## src/rtl/bool2_unit.sv

```systemverilog
// bool2_unit: registered two-input Boolean function unit, W bits wide.
// Each result bit is r[i] = fn[{x[i], y[i]}]. The truth table fn is sampled
// with the operands, so r depends only on what was accepted.
//
// Optional feature macro: BOOL2_SWEEP_EN builds a truth-table self-test
// sweep that drives all four (x, y) combinations through the same slices.
// When it is not defined, the sweep outputs are tied to 0.
//
// Ports:
//   clk, reset              clock, asynchronous active-high reset
//   fn[3:0]                 truth table, index = 2*x + y
//   in_valid / in_ready     operand handshake (x, y, fn)
//   x, y [W-1:0]            operands
//   out_valid / out_ready   result handshake
//   r [W-1:0]               registered result
//   sweep_start             request a sweep (ignored unless idle and empty)
//   sweep_busy, sweep_done  sweep running / one-cycle completion pulse
//   sweep_tt[3:0], sweep_ok captured truth table / all slices agreed

module bool2_slice (
    input  logic [3:0] fn,
    input  logic       a,
    input  logic       b,
    output logic       q
);
    assign q = fn[{a, b}];
endmodule

module bool2_unit #(
    parameter int W = 8
) (
    input  logic         clk,
    input  logic         reset,
    input  logic [3:0]   fn,
    input  logic         in_valid,
    output logic         in_ready,
    input  logic [W-1:0] x,
    input  logic [W-1:0] y,
    output logic         out_valid,
    input  logic         out_ready,
    output logic [W-1:0] r,
    input  logic         sweep_start,
    output logic         sweep_busy,
    output logic         sweep_done,
    output logic [3:0]   sweep_tt,
    output logic         sweep_ok
);
    logic [3:0]   slice_fn;
    logic [W-1:0] slice_x, slice_y, slice_q;
    logic         accept;
    logic         out_free;

    // One output register: free when empty or being drained this cycle.
    assign out_free = !out_valid || out_ready;
    assign accept   = in_valid && in_ready;

    genvar i;
    generate
        for (i = 0; i < W; i++) begin : g_slice
            bool2_slice u_slice (
                .fn (slice_fn),
                .a  (slice_x[i]),
                .b  (slice_y[i]),
                .q  (slice_q[i])
            );
        end
    endgenerate

    always_ff @(posedge clk or posedge reset) begin
        if (reset) begin
            r         <= '0;
            out_valid <= 1'b0;
        end else if (accept) begin
            r         <= slice_q;
            out_valid <= 1'b1;
        end else if (out_ready) begin
            out_valid <= 1'b0;
        end
    end

`ifdef BOOL2_SWEEP_EN
    typedef enum logic [1:0] {S_IDLE, S_RUN, S_DONE} state_t;

    state_t     state, state_nxt;
    logic [1:0] idx;
    logic [3:0] sweep_fn;
    logic       start_ok;

    // A sweep may only start with an empty output and no competing accept.
    assign start_ok = sweep_start && (state == S_IDLE) && !out_valid && !accept;

    assign in_ready   = out_free && (state == S_IDLE);
    assign sweep_busy = (state == S_RUN);
    assign sweep_done = (state == S_DONE);

    // During RUN the slices see the broadcast combination and the latched fn;
    // accepts are blocked then, so r cannot pick up sweep results.
    assign slice_fn = (state == S_RUN) ? sweep_fn : fn;
    assign slice_x  = (state == S_RUN) ? {W{idx[1]}} : x;
    assign slice_y  = (state == S_RUN) ? {W{idx[0]}} : y;

    always_ff @(posedge clk or posedge reset) begin
        if (reset) state <= S_IDLE;
        else       state <= state_nxt;
    end

    always_comb begin
        state_nxt = state;
        case (state)
            S_IDLE: if (start_ok) state_nxt = S_RUN;
            S_RUN:  if (idx == 2'd3) state_nxt = S_DONE;
            S_DONE: state_nxt = S_IDLE;
            default: state_nxt = S_IDLE;
        endcase
    end

    always_ff @(posedge clk or posedge reset) begin
        if (reset) begin
            idx      <= '0;
            sweep_fn <= '0;
            sweep_tt <= '0;
            sweep_ok <= 1'b0;
        end else if (start_ok) begin
            idx      <= '0;
            sweep_fn <= fn;
            sweep_tt <= '0;
            sweep_ok <= 1'b1;
        end else if (state == S_RUN) begin
            idx           <= idx + 2'd1;
            sweep_tt[idx] <= slice_q[0];
            if (slice_q != {W{slice_q[0]}}) sweep_ok <= 1'b0;
        end
    end
`else
    logic unused_sweep_start;

    assign unused_sweep_start = sweep_start;
    assign in_ready   = out_free;
    assign slice_fn   = fn;
    assign slice_x    = x;
    assign slice_y    = y;
    assign sweep_busy = 1'b0;
    assign sweep_done = 1'b0;
    assign sweep_tt   = 4'h0;
    assign sweep_ok   = 1'b0;
`endif

endmodule
```

## config.mk

```make
export PLATFORM = sky130hd
export DESIGN_NAME = bool2_unit
export DESIGN_NICKNAME = d
export VERILOG_FILES = /design/src/rtl/bool2_unit.sv
export SDC_FILE = /design/constraint.sdc
export NUM_CORES = 1
export LEC_CHECK = 0
export BUFFER_PORTS_ARGS = -buffer_cell sky130_fd_sc_hd__buf_4
export CAP_MARGIN = 0
export CORE_MARGIN = 8
export CORE_UTILIZATION = 38
export CTS_CLUSTER_DIAMETER = 100
export DETAILED_ROUTE_END_ITERATION = 16
export PLACE_DENSITY = 0.76
export SLEW_MARGIN = 30
export SYNTH_ARGS = -nofsm -noshare
export SYNTH_HDL_FRONTEND = slang
export SYNTH_SLANG_ARGS = --single-unit
```

## constraint.sdc

```tcl
create_clock -name clk -period 1.34 [get_ports clk]
set_input_delay 0.268 -clock clk [delete_from_list [all_inputs] [get_ports clk]]
set_output_delay 0.268 -clock clk [all_outputs]
set_load 0.01 [all_outputs]
```

==> run metrics, run 1 <==
status=finished, final reports clean; area delta synth->final=47.7%; share of cells above drive strength 1=0.716; # placed instances=85; overall routing resource usage=0.0967; sequential fraction of the synthesis area=0.392; switching power=~220 uW; crit path launch type=flop; CP peak stage delay=around 0.37 ns; Remaining DRCs=0; min cycle time layout=between 1 and 1.5 ns; critical path arrival=0.89 ns; CTS Buf Count=3; Port Buffers=33; post-synth cell types=8; pin count of the biggest net entering global routing=10; Routability Congestion=roughly 0.64; Die Y=54.9 um; Initial Utilization=0.395; TritonCTS clock tree=done; Crit-path slowest cell=dfrtp_1; DR vias=between 400 and 500; floorplan die width=~55 um; maximum buffer depth of the clock tree=2; fin nets=100; commonest non-fill, non-tap cell in the layout=buf_4; Switching Share=0.264; Clock power frac=0.237; Max rail drop VDD=about 0.41 mV; I/O pin count=42; Gate power share=0.351; worst skew pair latency=0.25 ns; Synth Area per Inst=between 15 and 20 sq um; crit-path cells=nand2b_1 > buf_4; Yosys warning count=0; post-route antenna net violation count=0; Finish-stage setup viols=0; number of detailed-route iterations in the first pass=3; Hold WC Path Type=input pin to flop; # hold bufs at CTS=1; clk sinks=9; root buf cell=clkbuf_4; RSZ-0062 raised after global routing=false; post-CTS sizing=0; synthesized area=between 500 and 600 sq um; WL per Instance=between 15 and 20 um; Pleak=0.000402 uW; FMAX=~0.86 GHz; CP required=~1.1 ns; critical-path maximum fanout=3; FP Rows=14; sequential power share=0.412; Syn Inst Count=37; CP endpoint kind=primary output; Layout Cells excl Fill=90; GRT overflow=0; Worst-path clk slew=0.06 ns; setup tns final=0 ns; vias per inst=approximately 4.8; CP Class=flop to primary output; total power=~840 uW; final core utilization=0.583; Final Hold Viols=0; n_diodes=0; H-tree lvl count=1; global-route wire length before repair=about 2100 um; total core area=around 0.0015 sq mm; drt total wl=approximately 1400 um; Starting DRT DRC Count=6; Max Slew Vio Count=0; Post-CTS Setup Bufs=0; most frequent cells in the layout=buf_4, dfrtp_1, mux4_2, mux2_2, conb_1; Yosys reg bits=9; vias in the first global route=just under 500; die area=approximately 0.0030 sq mm; initial antenna violation count=0; Final period util=0.865; Max-Cap Viols=0; Power per Cell Area=995 mW/mm^2; Internal Pwr Total=between 600 and 700 uW; clock skew=0.000174 ns; DP HPWL=about 1200 um
synth_stat cells:
cell type,n,area [sq um]
dfrtp_1,9,225
conb_1,1,3.75
mux4_2,8,180
nand2b_1,2,12.5
mux2_2,8,90.1
inv_1,1,3.75
buf_4,7,52.6
nand2_2,1,6.26
flip-flops by register name, indices dropped and copies added, names as in the netlist:
register / cells
r: 8
out_valid: 1
final cells by class:
class,instances,area [sq um]
repair buffers,34,258
inverters,1,3.75
flip-flops and latches,9,225
fillers,125,606
clock buffers,4,26.3
well taps,16,20.0
multi-input cells,26,315
worst paths after layout:
kind | startpoint | to | slack, ns | cells after the start
min reg2reg | r[0] | r[0] | 0.51 | 1
max reg2reg | out_valid | r[5] | 0.24 | 3
max in group asynchronous | reset | r[1] | 0.56 | 3
min in group asynchronous | reset | r[4] | 0.53 | 3
min | in_valid | out_valid | 0.22 | 2
max | out_valid | in_ready | 0.18 | 2
cells by family after synthesis:
logic type / count (synthesis) / synth area share
buffers and inverters: 8 / 0.0980
multiplexers: 16 / 0.471
flip-flops: 9 / 0.392
AND/OR/NAND/NOR: 3 / 0.0327
other: 1 / 0.00653
through the flow:
step,setup slack [ns],hold slack (ns),area [sq um]
floorplan,0.184,0.0959,597
global placement,0.0742,0.250,812
detailed placement,0.0711,0.256,812
CTS,0.154,0.220,848
global route,0.108,0.219,848
finish,0.181,0.225,848
worst max-delay path, delay by kind of cell, from the launching register on:
| family | cells | cell delay (ns) |
|---|---|---|
| and+or+nand+nor | 1 | 0.12 |
| DFF | 1 | 0.37 |
| buffers and inverters | 1 | 0.14 |
per-layer routing:
layer / GRT usage / wire, um / part of all wire
met2: 0.162 / 687 / 0.50
met5: 0 / 0 / 0
met4: 0.0738 / 28 / 0.020
met3: 0.0272 / 149 / 0.11
met1: 0.0994 / 522 / 0.38
power by group through the flow:
stage                     clock, uW  sequential, uW  combinational [uW]
after detailed placement          0             354                 299
after floorplan                   0             374                 126
after global routing            223             356                 321
after global placement            0             350                 292
final                           200             348                 296
after CTS                       211             348                 302
Note: power is estimated with default switching activity, not from simulation.
==> run 2: changes to the inputs <==
CELL_PAD_IN_SITES_DETAIL_PLACEMENT = 1   (was not set)
CELL_PAD_IN_SITES_GLOBAL_PLACEMENT = 1   (was not set)
CORE_ASPECT_RATIO = 0.75   (was not set)
CORE_UTILIZATION = 28   (was 38)
PLACE_DENSITY = not set   (was 0.76)
PLACE_DENSITY_LB_ADDON = 0.1   (was not set)
==> run 2 against run 1 <==
Largest power group unchanged. Count of clock-buffer cells in the layout shrank 1. Setup slack lost 0.047 ns. Routed wire length grew 15%. Final cell count grew 8.9%. Core utilization shrank 15 points. Total power grew 1.9%. Sequential cell count is the same. Clock power grew 6%.
==> run metrics, run 2 (synthesis results as in run 1) <==
CTS Buf Count=3 (unchanged); die area=0.00377 sq mm (+25%); FMAX=0.829 GHz (-3.9%); Routability Congestion=0.649 (+0.78%); fillcell total=229 (+83%); Buf/Inv on CP=1 (unchanged); critical path's top delay family=flip-flops; root buf cell=clkbuf_4; clock skew=0.00861 ns (+0.00843 ns); commonest non-fill, non-tap cell in the layout=buf_4; Port Buffers=33 (unchanged); floorplan die width=68.3 um (+24%); vias per inst=4.67 (-2.6%); final core utilization=0.434 (-0.149); pin count of the biggest net entering global routing=10 (unchanged); fin nets=100 (unchanged); crit path launch type=flop; FP Rows=14 (unchanged); CP Class=flop to primary output; Remaining DRCs=0 (unchanged); worst skew pair latency=0.27 ns (+0.02 ns); post-route antenna net violation count=0 (unchanged); H-tree lvl count=1 (unchanged); largest registers=r: 8 flops, out_valid: 1 flops; Power per Cell Area=1000 mW/mm^2 (+0.55%); Initial Utilization=0.290 (-0.105); CP required=1.07 ns (about the same); area delta synth->final=49.7%; Worst-path clk slew=0.07 ns (about the same); Crit-path slowest cell=dfrtp_1; Die Y=55.2 um (+0.63%); TritonCTS clock tree=done; I/O pin count=42 (unchanged); number of detailed-route iterations in the first pass=3 (unchanged); overall routing resource usage=0.0899 (-0.00685); area of the multi-input gates=315 sq um (unchanged); Max-Cap Viols=0 (unchanged); largest register by flop count=r; critical-path maximum fanout=3 (unchanged); GRT overflow=0 (unchanged); DR vias=458 (+6.0%); drt total wl=1590 um (+15%); global-route wire length before repair=2620 um (+25%); Finish-stage setup viols=0 (unchanged); WL per Instance=16.2 um (+5.3%); share of cells above drive strength 1=0.730 (+0.0135); most frequent cells in the layout=buf_4, dfrtp_1, mux4_2, mux2_2, conb_1; Hold WC Path Type=input pin to flop; total core area=0.00198 sq mm (+36%); # placed instances=93 (+9.4%); maximum buffer depth of the clock tree=2 (unchanged); CP peak stage delay=0.38 ns (about the same); sequential cell area=225 sq um (unchanged); DP HPWL=1360 um (+14%); critical path arrival=0.94 ns (+0.05 ns); CP endpoint kind=primary output; vias in the first global route=554 (+11%); Max rail drop VDD=0.414 mV (+0.30%); Final Hold Viols=0 (unchanged); Layout Cells excl Fill=98 (+8.9%); initial antenna violation count=0 (unchanged); Final period util=0.900 (+0.0351); crit-path cells=nand2b_1 > buf_4; post-CTS sizing=0 (unchanged); Largest register FFs=8 (unchanged); setup tns final=0 ns (unchanged); status=finished, final reports clean; Max Slew Vio Count=0 (unchanged); min cycle time layout=1.21 ns (+0.0471 ns); Pleak=0.000404 uW (+0.68%); RSZ-0062 raised after global routing=false; n_diodes=0 (unchanged); clk sinks=9 (unchanged); Starting DRT DRC Count=6 (unchanged)
run 2: where the power goes:
group | internal (uW) | switching [uW]
registers | 322 | 26.9
clock network | 110 | 103
logic | 185 | 114
run 2: area by class of cell:
| class | count | area share |
|---|---|---|
| inverter | 1 | 0.00437 |
| sequential | 9 | 0.262 |
| tap | 24 | 0.0349 |
| timing repair buffer | 34 | 0.300 |
| clock inverter | 1 | 0.00582 |
| clock buffer | 3 | 0.0262 |
| multi-input combinational | 26 | 0.367 |
run 2: final timing paths:
kind	from	to	slack, ns	cells past startpoint
setup / recovery	out_valid	in_ready	0.13	2
hold / removal	in_valid	out_valid	0.21	2
max in group asynchronous	reset	r[7]	0.58	3
hold reg to reg	r[0]	r[0]	0.51	1
setup reg to reg	out_valid	r[3]	0.19	3
min in group asynchronous	reset	r[2]	0.51	3
run 2: per-stage QoR:
| step | worst slack, ns | total power, uW | hold WS [ns] | instance area, sq um |
|---|---|---|---|---|
| finish | 0.133 | 860 | 0.212 | 860 |
| global route | 0.0723 | 901 | 0.231 | 860 |
| CTS | 0.126 | 873 | 0.212 | 860 |
| detailed placement | 0.0496 | 656 | 0.253 | 822 |
| global placement | 0.0541 | 649 | 0.257 | 822 |
| floorplan | 0.184 | 500 | 0.0959 | 597 |
run 2: what timing repair did:
| item | CTS | global route |
|---|---|---|
| endpoints found under the hold margin | 9 | 0 |
| buffers inserted | 0 | 0 |
| hold buffers | 1 | 0 |
| endpoints found under the setup margin | 0 | 0 |
run 2: layer usage:
layer	global-route usage	wire length, um
met1	0.0999	628
met2	0.123	682
met3	0.0543	257
met4	0.0612	21
met5	0	0
